[config.mk]
export PLATFORM = sky130hd
export DESIGN_NAME = agc_measure_ctrl
export DESIGN_NICKNAME = d
export VERILOG_FILES = /design/src/rtl/agc_pkg.sv /design/src/rtl/agc_period_counter.sv /design/src/rtl/agc_measure_ctrl.sv
export SDC_FILE = /design/constraint.sdc
export NUM_CORES = 1
export LEC_CHECK = 0
export ABC_AREA = 1
export CAP_MARGIN = 40
export CORE_MARGIN = 1
export CORE_UTILIZATION = 44
export DETAILED_ROUTE_END_ITERATION = 8
export PLACE_DENSITY = 0.81
export SLEW_MARGIN = 25
export SYNTH_ARGS = -nofsm -noshare
export SYNTH_HDL_FRONTEND = slang
export SYNTH_HIERARCHICAL = 1
export SYNTH_SLANG_ARGS = --single-unit
[constraint.sdc]
create_clock -name clk_i -period 3 [get_ports clk_i]
set_input_delay 0.6 -clock clk_i [delete_from_list [all_inputs] [get_ports clk_i]]
set_output_delay 0.6 -clock clk_i [all_outputs]
set_load 0.02 [all_outputs]
[src/rtl/agc_pkg.sv]
// Shared AGC definitions: measurement sequencer states and default core widths.
// Imported by the measurement controller and by the AGC core instantiation.
package agc_pkg;

    typedef enum logic [2:0] {
        IDLE,
        TICK,
        RUN,
        DRAIN,
        CAPT
    } agc_state_e;

    localparam int AGC_SQ_BITS     = 25;
    localparam int AGC_PR_BITS     = 21;
    localparam int AGC_PERIOD      = 131072;
    localparam int AGC_ACC_LATENCY = 3;

    // One counter serves both the measurement period and the drain wait.
    function automatic int agc_cnt_width(input int period, input int latency);
        int m;
        m = (period > latency) ? period : latency;
        return $clog2(m);
    endfunction

endpackage

[src/rtl/agc_period_counter.sv]
// Loadable down-counter with terminal-count flag; times RUN and DRAIN phases.
// Load has priority over decrement and the count saturates at zero.
module agc_period_counter #(
    parameter int W = 17
) (
    input  logic         clk_i,
    input  logic         rst_i,
    input  logic         load,
    input  logic [W-1:0] load_val,
    input  logic         dec,
    output logic         tc
);

    logic [W-1:0] count;

    always_ff @(posedge clk_i) begin
        if (rst_i) begin
            count <= '0;
        end else if (load) begin
            count <= load_val;
        end else if (dec && (count != '0)) begin
            count <= count - 1'b1;
        end
    end

    assign tc = (count == '0);

endmodule

[src/rtl/agc_measure_ctrl.sv]
// Runs one AGC measurement period (tick, enable, drain), captures accumulator
// results into holding registers and hands them off with valid/ack + overrun.
module agc_measure_ctrl
    import agc_pkg::*;
#(
    parameter int SQ_BITS     = AGC_SQ_BITS,
    parameter int PR_BITS     = AGC_PR_BITS,
    parameter int PERIOD      = AGC_PERIOD,
    parameter int ACC_LATENCY = AGC_ACC_LATENCY
) (
    input  logic               clk_i,
    input  logic               rst_i,
    input  logic               start_i,
    input  logic               continuous_i,
    output logic               agc_tick_o,
    output logic               agc_ce_o,
    input  logic [SQ_BITS-1:0] sq_accum_i,
    input  logic [PR_BITS-1:0] gt_accum_i,
    input  logic [PR_BITS-1:0] lt_accum_i,
    output logic [SQ_BITS-1:0] sq_o,
    output logic [PR_BITS-1:0] gt_o,
    output logic [PR_BITS-1:0] lt_o,
    output logic               valid_o,
    input  logic               ack_i,
    output logic               done_o,
    output logic               busy_o,
    output logic               overrun_o
);

    localparam int CNT_W = agc_cnt_width(PERIOD, ACC_LATENCY);

    agc_state_e       state;
    logic             cnt_load;
    logic             cnt_dec;
    logic             cnt_tc;
    logic [CNT_W-1:0] cnt_val;

    always_comb begin
        cnt_load = 1'b0;
        cnt_dec  = 1'b0;
        cnt_val  = '0;
        case (state)
            TICK: begin
                cnt_load = 1'b1;
                cnt_val  = CNT_W'(PERIOD - 1);
            end
            RUN: begin
                if (cnt_tc) begin
                    cnt_load = 1'b1;
                    cnt_val  = CNT_W'(ACC_LATENCY - 1);
                end else begin
                    cnt_dec = 1'b1;
                end
            end
            DRAIN:   cnt_dec = ~cnt_tc;
            default: ;
        endcase
    end

    agc_period_counter #(
        .W(CNT_W)
    ) u_cnt (
        .clk_i   (clk_i),
        .rst_i   (rst_i),
        .load    (cnt_load),
        .load_val(cnt_val),
        .dec     (cnt_dec),
        .tc      (cnt_tc)
    );

    // Outputs are set on the edge that enters the state they belong to,
    // so each one is a plain register with no input-to-output path.
    always_ff @(posedge clk_i) begin
        if (rst_i) begin
            state      <= IDLE;
            agc_tick_o <= 1'b0;
            agc_ce_o   <= 1'b0;
            sq_o       <= '0;
            gt_o       <= '0;
            lt_o       <= '0;
            valid_o    <= 1'b0;
            done_o     <= 1'b0;
            busy_o     <= 1'b0;
            overrun_o  <= 1'b0;
        end else begin
            agc_tick_o <= 1'b0;
            agc_ce_o   <= 1'b0;
            done_o     <= 1'b0;
            if (ack_i) begin
                valid_o   <= 1'b0;
                overrun_o <= 1'b0;
            end
            case (state)
                IDLE: begin
                    if (start_i || continuous_i) begin
                        state      <= TICK;
                        agc_tick_o <= 1'b1;
                        busy_o     <= 1'b1;
                    end
                end
                TICK: begin
                    state    <= RUN;
                    agc_ce_o <= 1'b1;
                end
                RUN: begin
                    if (cnt_tc) state <= DRAIN;
                    else        agc_ce_o <= 1'b1;
                end
                DRAIN: begin
                    if (cnt_tc) state <= CAPT;
                end
                CAPT: begin
                    sq_o    <= sq_accum_i;
                    gt_o    <= gt_accum_i;
                    lt_o    <= lt_accum_i;
                    valid_o <= 1'b1;
                    done_o  <= 1'b1;
                    // A same-cycle ack consumes the old result, so no overrun.
                    overrun_o <= (valid_o | overrun_o) & ~ack_i;
                    if (continuous_i) begin
                        state      <= TICK;
                        agc_tick_o <= 1'b1;
                    end else begin
                        state  <= IDLE;
                        busy_o <= 1'b0;
                    end
                end
                default: begin
                    state  <= IDLE;
                    busy_o <= 1'b0;
                end
            endcase
        end
    end

endmodule

==> flow_summary.yaml, run 1 <==
setup_path:
  r2r-start: "u_cnt/count[0]"
  cp_cell_sequence: "inv_1 -> ha_1 -> nand2_2 -> nor2_8 -> nand3_4 -> inv_1 -> inv_1 -> nand3_1 -> nand2_1 -> nor2_1 -> inv_2 -> or2_2 -> a21oi_1 -> nor2_1"
  crit_path_frequent_cell: "inv_1"
  slowest_stage: "dfxtp_1"
  cp-start-kind: "flip-flop"
  max_stage_delay_ns: 0.33
  crit_required_ns: 3.25
  end_kind: "flip-flop"
  startpoint: "u_cnt/count[0]"
  path_max_fanout: 19
  critical_path_arrival_ns: 2.64
  critical-path-top-delay-family: "simple AND/OR/NAND/NOR gates"
  critical_path_class: "flip-flop to flip-flop"
  critPathBufInv: 4
global_routing:
  overflow: 0
  antenna_found_initial: 0
  track_usage_pct: 23.26
  grt_pass1_wl_mm: 16.66
  grt_pass1_vias: 3596
  grt_max_degree: 69
clocking:
  cts_tree: "built"
  cts.sinks: 93
  postCtsSetupRepairBufs: 0
  clkLatencyLatePin_ns: 0.35
  cts.htree.levels: 3
  cts_resized: 0
  cts_root_buf: "clkbuf_8"
  numCtsBuffers: 9
  postCtsHoldBufs: 0
  clk_path_buf_depth: 2
  cts.clk_slew.worst_paths_ns: 0.09
layout:
  seq_area_sq_um: 1862
  syn2layout_area_growth_pct: 42.42
  diodes: 0
  nets: 752
  multi_input_area_sq_um: 1770
  drive_above_1_share_pct: 5.117
  fill_cells: 725
die:
  num_rows: 33
  fp.dieH_um: 96.00
  die_area_sq_um: 9215
  io_pins: 145
  initial_core_util_pct: 46.38
  fp.dieW_um: 96.00
  coreArea_sq_um: 8382
sta:
  rsz0062_at_grt: "false"
  tns_ns: 0
  worst_clock_skew_ns: 0.01205
  hold_viol_final: 0
  fmax_mhz: 417.8
  post-route-min-period_ns: 2.393
  relSlewSlack_pct: 54.19
  fin_crit_sh_pct: 79.78
  final.setup.worst_slack_ns: 0.6066
  slew_viol_final: 0
  setup_viol: 0
  worst_slew_pin_slew_ns: 0.6871
synth:
  syn_nets: 619
  yosysWarnings: 6
  synthAdderAreaFrac_pct: 0.3219
  yosys.area_share.xor_xnor_pct: 0.6759
  syn-mean-instance-area_sq_um: 7.120
  netlist_area_sq_um: 3887
  synth-seq-cells: 93
  synth_top_family_by_area: "simple AND/OR/NAND/NOR gates"
  yosysSeqAreaShare_pct: 47.89
  synthCells: 546
  yosysUniqueCellTypes: 32
  synth_compound_area_share_pct: 13.07
  yosys.area_share.simple_pct: 31.48
  synthMuxAreaShare_pct: 0
power_and_ir_drop:
  power_density_nw_per_um2: 803.6
  peakVddDrop_mv: 0.6782
  leakagePower_nw: 2.154
flow_run:
  drv_cap: 0
route:
  vias: 3900
  wl_mm: 10.61
  vias_per_cell: 4.943
  wire_per_inst_um: 13.44
  drcViolationCount: 0
  ant_nets: 0
  drtPass1Iterations: 4
  drtIter0Drc: 148
placed_design:
  port_buffers: 144
  pre_cts_ws_ns: 0.5645
  place.gp.congestion: 0.9089
  dpl.hpwl_mm: 7.362
hold_path:
  hp-start: "overrun_o"
  hold_path.class: "flip-flop to flip-flop"
status:
  status: "finished, final reports clean"
[path summary, 6_finish.rpt]
kind / slack, ns / cells after the start / end
setup / recovery: 0.61 / 14 / u_cnt/count[10]
hold / removal: 0.46 / 2 / overrun_o
setup reg to reg: 0.61 / 14 / u_cnt/count[10]
hold reg to reg: 0.46 / 2 / overrun_o
[cell type report]
| class | count | area share [%] |
|---|---|---|
| Clock buffer | 12 | 2.621 |
| Sequential cell | 93 | 33.63 |
| Multi-Input combinational cell | 398 | 31.98 |
| Timing Repair Buffer | 148 | 26.80 |
| Tap cell | 105 | 2.373 |
| Inverter | 29 | 2.011 |
| Clock inverter | 4 | 0.5876 |
[cells in the mapped netlist]
cell type	number	share of area [%]
nor3b_1	1	0.19
nor3_1	4	0.51
xor2_1	2	0.45
xnor2_1	1	0.23
buf_6	5	1.4
o21bai_1	1	0.19
nand2_2	4	0.64
a21oi_4	1	0.42
nor2_1	180	17
nand3_1	25	3.2
buf_4	1	0.19
buf_2	4	0.51
inv_4	1	0.16
o21ai_1	9	1.2
dfxtp_1	93	48
and2_1	1	0.16
o21ai_0	74	9.5
nor2_2	3	0.48
nor2_4	1	0.29
nor2_8	1	0.51
or2_2	3	0.48
ha_1	1	0.32
inv_1	27	2.6
clkbuf_1	15	1.4
o22ai_1	1	0.16
nand2_1	71	6.9
a21oi_1	11	1.4
nand2_4	1	0.29
inv_2	1	0.096
nand3_4	1	0.45
o31ai_1	1	0.19
buf_1	1	0.096
[registers in the layout, summed over array words and instances, names as in the netlist]
register / count
lt_o: 21
sq_o: 25
gt_o: 21
agc_ce_o: 1
u_cnt/count: 17
agc_tick_o: 1
busy_o: 1
overrun_o: 1
state: 3
done_o: 1
valid_o: 1
[per-stage QoR]
| step | cells | area, sq um | utilization, % | power [mW] | hold WS, ns |
|---|---|---|---|---|---|
| finish | 789 | 5537 | 66.05 | 4.449 | 0.4628 |
| global route | 789 | 5537 | 66.05 | 4.809 | 0.4816 |
| CTS | 789 | 5537 | 66.05 | 4.453 | 0.4633 |
| detailed placement | 773 | 5359 | 63.93 | 3.683 | 0.4494 |
| global placement | 773 | 5359 | 63.93 | 3.615 | 0.4334 |
| floorplan | 546 | 3887 | - | 3.100 | 0.4369 |
[routing by layer]
metal / track usage [%] / wire (um)
met1: 27.35 / 4503
met2: 40.54 / 5094
met3: 5.134 / 845
met4: 9.826 / 163
met5: 0 / 0
[logic make-up after synthesis]
| group | after synthesis |
|---|---|
| xor+xnor | 3 |
| simple gates | 296 |
| compound gates | 98 |
| fa+ha+maj | 1 |
| buf+inv | 55 |
| flops | 93 |
[cells in the final DEF (no fill, tap or decap)]
master | Yosys | layout
nor2_1 | 180 | 180
clkdlybuf4s50_1 | 0 | 144
dfxtp_1 | 93 | 93
o21ai_0 | 74 | 74
nand2_1 | 71 | 71
inv_1 | 27 | 27
nand3_1 | 25 | 25
a21oi_1 | 11 | 11
clkbuf_8 | 0 | 10
o21ai_1 | 9 | 9
nor3_1 | 4 | 4
nand2_2 | 4 | 4
or2_2 | 3 | 3
buf_4 | 1 | 3
nor2_2 | 3 | 3
clkbuf_1 | 15 | 2
clkinvlp_4 | 0 | 2
xor2_1 | 2 | 2
nor2_4 | 1 | 1
nand2_4 | 1 | 1
inv_4 | 1 | 1
o22ai_1 | 1 | 1
clkinv_4 | 0 | 1
inv_6 | 0 | 1
buf_12 | 0 | 1
nor2_8 | 1 | 1
nand3_4 | 1 | 1
a21oi_4 | 1 | 1
o31ai_1 | 1 | 1
inv_2 | 1 | 1
nor3b_1 | 1 | 1
and2_1 | 1 | 1
o21bai_1 | 1 | 1
xnor2_1 | 1 | 1
ha_1 | 1 | 1
[power breakdown]
part           internal (mW)  switching (mW)
Clock                  0.329           0.433
Combinational          0.792            1.30
Sequential              1.44           0.160
Total                   2.56            1.89
[worst min-delay path, cell delays in order, from the launching register on]
cell	delay (ns)
dfxtp_1	0.32
inv_1	0.05
a21oi_1	0.06
Note: power is estimated with default switching activity, not from simulation.
==> run 2: changes to the inputs <==
--- a/config.mk
+++ b/config.mk
@@ -8,9 +8,9 @@
 export ABC_AREA = 1
 export CAP_MARGIN = 40
 export CORE_MARGIN = 1
-export CORE_UTILIZATION = 44
+export CORE_UTILIZATION = 40
 export DETAILED_ROUTE_END_ITERATION = 8
-export PLACE_DENSITY = 0.81
+export PLACE_DENSITY = 0.77
 export SLEW_MARGIN = 25
 export SYNTH_ARGS = -nofsm -noshare
 export SYNTH_HDL_FRONTEND = slang
==> constraint.sdc (replaced) <==
create_clock -name clk_i -period 2.07 [get_ports clk_i]
set_input_delay 0.414 -clock clk_i [delete_from_list [all_inputs] [get_ports clk_i]]
set_output_delay 0.414 -clock clk_i [all_outputs]
set_load 0.02 [all_outputs]
==> run 2 against run 1 <==
Via count increased by 4.4%. Clock-buffer cell count down 2. Routed wire length is 9.7% higher. Utilization down 3.1 points. Non-clock buffer count rose by 26. Fmax rose by 18%. Combinational power increased by 80%. Flip-flop and latch count stayed put. Sequential power grew 42%. Clock power is 49% higher. Critical endpoint unchanged.
==> flow_summary.yaml, run 2 (synthesis results as in run 1) <==
power_and_ir_drop:
  net-switching-power_mw: 3.097
  pwr-share-comb_pct: 52.4
  power_density_nw_per_um2: 1223
  p_sw_share_pct: 43.12
  pwr-share-seq_pct: 31.8
  peakVddDrop_mv: 1.052
  power_frac_clock_pct: 15.9
  leakagePower_nw: 2.308
  p_int_mw: 4.085
sta:
  fmax_mhz: 494.0
  slew_viol_final: 0
  worst_slew_pin_slew_ns: 0.5111
  hold_viol_final: 0
  tns_ns: 0
  worst_clock_skew_ns: 0.009628
  rsz0062_at_grt: "true"
  post-route-min-period_ns: 2.024
  final.setup.worst_slack_ns: 0.04551
  fin_crit_sh_pct: 97.80
  setup_viol: 0
  whs_ns: 0.4496
  relSlewSlack_pct: 65.89
die:
  fp.dieW_um: 100.6
  num_rows: 35
  io_pins: 145
  fp.dieH_um: 100.6
  initial_core_util_pct: 41.68
  coreArea_sq_um: 9328
  die_area_sq_um: 10120
status:
  status: "finished, final reports clean"
placed_design:
  port_buffers: 144
  place_inst: 820
  dpl.hpwl_mm: 8.282
  pre_cts_ws_ns: 0.0004650
  place.gp.congestion: 0.8606
layout:
  instances_no_fill: 840
  regMostFlops: "sq_o"
  seq_area_sq_um: 1863
  largest_register_ffs: 25
  reg_top3: "sq_o: 25 flops, gt_o: 21 flops, lt_o: 21 flops"
  multi_input_area_sq_um: 1861
  nets: 779
  diodes: 0
  layout_commonest_cell: "nor2_1"
  fill_cells: 853
  syn2layout_area_growth_pct: 51.08
  drive_above_1_share_pct: 11.67
  final_util_pct: 62.96
  final_cell_mix: "nor2_1 (174), clkdlybuf4s50_1 (144), dfxtp_1 (92)"
global_routing:
  grt_pass1_wl_mm: 18.19
  overflow: 0
  grt_pass1_vias: 3812
  antenna_found_initial: 0
  track_usage_pct: 22.78
  grt_max_degree: 59
setup_path:
  critical-path-top-delay-family: "simple AND/OR/NAND/NOR gates"
  cp-start-kind: "flip-flop"
  critPathBufInv: 4
  critical_path_class: "flip-flop to flip-flop"
  path_max_fanout: 10
  critical_path_arrival_ns: 2.28
  startpoint: "u_cnt/count[0]"
  end_kind: "flip-flop"
  cp_cell_sequence: "inv_2 -> ha_4 -> nand2_4 -> nor2_8 -> nand3_4 -> inv_1 -> inv_1 -> nand3_2 -> nand2_2 -> nor2_4 -> inv_4 -> or2_2 -> a21oi_1 -> nor2_1"
  r2r-start: "u_cnt/count[0]"
  slowest_stage: "dfxtp_2"
  crit_path_frequent_cell: "inv_1"
  max_stage_delay_ns: 0.35
  crit_required_ns: 2.33
hold_path:
  hp-start: "overrun_o"
  hold_path.class: "flip-flop to flip-flop"
route:
  drtIter0Drc: 205
  vias: 4070
  drtPass1Iterations: 4
  ant_nets: 0
  vias_per_cell: 4.845
  wl_mm: 11.63
  wire_per_inst_um: 13.85
  drcViolationCount: 0
clocking:
  numCtsBuffers: 9
  cts_tree: "built"
  cts.sinks: 93
  cts.clk_slew.worst_paths_ns: 0.10
  cts_root_buf: "clkbuf_8"
  clkLatencyLatePin_ns: 0.36
  cts.htree.levels: 3
  clk_path_buf_depth: 2
flow_run:
  drv_cap: 0
==> run 2: cell count changes in the layout (fill, tap and decap cells not counted), sizes merged <==
cell / before / now
clkbuf: 12 / 10
buf: 4 / 30
a21oi: 12 / 13
inv: 30 / 34
clkinv: 1 / 0
clkinvlp: 2 / 1
==> run 2: power by group through the flow <==
stage	clock network, mW	registers (mW)	logic, mW
finish	1.14	2.28	3.76
global route	1.26	2.31	4.13
CTS	1.18	2.26	3.44
detailed placement	0	2.30	3.42
global placement	0	2.29	3.31
floorplan	0	2.48	2.06
==> run 2: metal layers <==
metal  up-vias  routed length, um  GRT usage, %
met5         -                  0             0
met4         0                147         6.243
met3        19                763         6.311
met2       129               5727         38.94
met1      1866               4995         28.13
li1       2056                  -             -
==> run 2: per-stage QoR <==
step	power, mW	area (sq um)
6_report	7.182	5873
5_1_grt	7.708	5873
3_5_place_dp	5.719	5592
2_1_floorplan	4.542	3911
4_1_cts	6.885	5776
3_3_place_gp	5.593	5592
==> run 2: final cells by class <==
type                       instances  area share [%]
clock inverter                     6          0.9161
clock buffer                      10           2.173
tap                              129           2.748
sequential                        93           31.72
inverter                          29           1.939
multi-input combinational        399           31.68
timing repair buffer             174           28.82
==> run 2: what timing repair did <==
action | 4_1_cts | 5_1_grt
resized for setup | 1 | 24
setup buffers | 0 | 2
cloned | 0 | 2
endpoints found under the setup margin | 1 | 17
hold buffers | 0 | 0
pin swaps | 0 | 2
==> run 2: worst reg2reg max path, stage by stage (launching register included) <==
cell	delay, ns
dfxtp_2	0.35
inv_2	0.08
ha_4	0.15
nand2_4	0.08
nor2_8	0.10
nand3_4	0.07
inv_1	0.05
inv_1	0.05
nand3_2	0.11
nand2_2	0.10
nor2_4	0.18
inv_4	0.09
or2_2	0.28
a21oi_1	0.16
nor2_1	0.05
==> run 2: worst paths after layout <==
kind,endpoint,slack (ns),depth (start not counted)
worst max register to register,u_cnt/count[10],0.05,14
worst min register to register,overrun_o,0.45,2
worst max-delay path,u_cnt/count[10],0.05,14
worst min-delay path,overrun_o,0.45,2
==> run 3: changes to the inputs <==
--- a/config.mk
+++ b/config.mk
@@ -7,10 +7,11 @@
 export LEC_CHECK = 0
 export ABC_AREA = 1
 export CAP_MARGIN = 40
+export CORE_ASPECT_RATIO = 0.9
 export CORE_MARGIN = 1
-export CORE_UTILIZATION = 40
+export CORE_UTILIZATION = 44
 export DETAILED_ROUTE_END_ITERATION = 8
-export PLACE_DENSITY = 0.77
+export PLACE_DENSITY = 0.81
 export SLEW_MARGIN = 25
 export SYNTH_ARGS = -nofsm -noshare
 export SYNTH_HDL_FRONTEND = slang
==> constraint.sdc (replaced) <==
create_clock -name clk_i -period 2.4 [get_ports clk_i]
set_input_delay 0.48 -clock clk_i [delete_from_list [all_inputs] [get_ports clk_i]]
set_output_delay 0.48 -clock clk_i [all_outputs]
set_load 0.02 [all_outputs]
==> run 3 against run 2 <==
Clock power fell by 7%. Critical path type unchanged. Combinational power fell by 28%. Sequential share of layout area rose by 1.5 points. Utilization rose by 2.5 points. Non-clock buffer count fell by 25. Critical endpoint unchanged. Largest cell class unchanged. Flip-flop and latch count did not move. Sequential power fell by 12%.
==> flow_summary.yaml, run 3 (synthesis results as in run 1) <==
clocking:
  postCtsSetupRepairBufs: 0
  cts_tree: "built"
  numCtsBuffers: 9
  postCtsHoldBufs: 0
  clk_path_buf_depth: 2
  clkLatencyLatePin_ns: 0.35
  cts.clk_slew.worst_paths_ns: 0.09
  cts_resized: 0
  cts_root_buf: "clkbuf_8"
  cts.htree.levels: 3
  cts.sinks: 93
sta:
  slew_viol_final: 0
  fin_crit_sh_pct: 91.18
  whs_ns: 0.4537
  fmax_mhz: 457.0
  relSlewSlack_pct: 55.73
  post-route-min-period_ns: 2.188
  hold_viol_final: 0
  worst_clock_skew_ns: 0.01021
  worst_slew_pin_slew_ns: 0.6640
  setup_viol: 0
global_routing:
  antenna_found_initial: 0
  grt_pass1_vias: 3611
  overflow: 0
  grtUsageMet2_pct: 40.25
  grtUsageMet1_pct: 27.58
  grt_max_degree: 69
  top_usage_layer: "met2"
  grtUsageMet3_pct: 4.465
  grt_pass1_wl_mm: 16.82
  track_usage_pct: 23.09
setup_path:
  path_max_fanout: 11
  cp-start-kind: "flip-flop"
  max_stage_delay_ns: 0.33
  reg2reg_depth: 14
  cp_cell_sequence: "inv_1 -> ha_2 -> nand2_2 -> nor2_8 -> nand3_4 -> inv_1 -> inv_1 -> nand3_1 -> nand2_1 -> nor2_4 -> inv_4 -> or2_2 -> a21oi_1 -> nor2_1"
  crit_required_ns: 2.65
  crit_path_frequent_cell: "inv_1"
  critPathBufInv: 4
  critical_path_arrival_ns: 2.44
  critical-path-top-delay-family: "simple AND/OR/NAND/NOR gates"
  slowest_stage: "dfxtp_1"
  critical_path_class: "flip-flop to flip-flop"
  path_depth: 14
  end_kind: "flip-flop"
layout:
  nets: 753
  largest_register_ffs: 25
  regMostFlops: "sq_o"
  fill_cells: 742
  seq_area_sq_um: 1862
  layout_commonest_cell: "nor2_1"
  postLayoutCellArea_sq_um: 5610
  instances_no_fill: 804
  diodes: 0
  reg_top3: "sq_o: 25 flops, gt_o: 21 flops, lt_o: 21 flops"
  drive_above_1_share_pct: 5.839
  final_cell_mix: "nor2_1 (179), clkdlybuf4s50_1 (144), dfxtp_1 (93)"
  syn2layout_area_growth_pct: 44.32
  multi_input_area_sq_um: 1790
  final_util_pct: 65.48
route:
  vias: 3974
  vias_per_cell: 4.943
  wire_per_inst_um: 13.28
  ant_nets: 0
  drcViolationCount: 0
  wl_mm: 10.68
  drtIter0Drc: 265
  drtPass1Iterations: 5
die:
  io_pins: 145
  coreArea_sq_um: 8568
  fp.dieW_um: 101.1
  initial_core_util_pct: 45.37
  die_area_sq_um: 9215
  fp.dieH_um: 91.17
  num_rows: 32
hold_path:
  whs_path_depth: 2
  hold_path.class: "flip-flop to flip-flop"
placed_design:
  place_inst: 788
  placed_area_sq_um: 5384
  dpl.hpwl_mm: 7.596
  place.gp.congestion: 0.8687
  port_buffers: 144
flow_run:
  drv_cap: 0
power_and_ir_drop:
  leakagePower_nw: 2.175
  power_density_nw_per_um2: 1026
  finalPower_mw: 5.759
  peakVddDrop_mv: 0.6464
status:
  status: "finished, final reports clean"
-- run 3: cell count changes in the layout (fill, tap and decap cells not counted), moves of 4 or more --
cell	previous run	this run
nor2_2	7	3
a21oi_2	6	0
a21oi_1	6	11
buf_4	26	3
nor2_1	174	179
-- run 3: power breakdown --
part,total [mW],internal (mW),switching [mW],leakage [nW]
combinational,2.70,1.04,1.67,1.33
sequential,2.00,1.79,0.205,0.754
clock,1.06,0.513,0.543,0.0959
-- run 3: area by class of cell --
type                    count  share of cell area (%)
flip-flops and latches     93                   33.18
multi-input cells         398                   31.91
repair buffers            149                   26.65
well taps                 119                   2.654
clock buffers              11                   2.520
inverters                  29                   2.029
clock inverters             5                   1.048
-- run 3: final timing paths --
| check | endpoint | slack, ns | start |
|---|---|---|---|
| min | overrun_o | 0.45 | overrun_o |
| max reg2reg | u_cnt/count[10] | 0.21 | u_cnt/count[0] |
| min reg2reg | overrun_o | 0.45 | overrun_o |
| max | u_cnt/count[10] | 0.21 | u_cnt/count[0] |
-- run 3: layer usage --
metal | share of wire (%) | up-vias
met4 | 1.8 | 0
met1 | 44 | 1806
met3 | 7.1 | 19
met5 | 0 | -
li1 | - | 2006
met2 | 47 | 143
-- run 3: through the flow --
stage | TNS (ns) | setup WS [ns]
after floorplan | 0 | 0.1066
after global placement | 0 | 0.2550
after detailed placement | 0 | 0.1617
after CTS | 0 | 0.1370
after global routing | -0.02629 | -0.01450
final | 0 | 0.2116
-- run 3: worst min-delay path: cells and delay by family (launching register included) --
family	cells	cell delay, ns
flops	1	0.32
compound gates	1	0.05
buf+inv	1	0.05
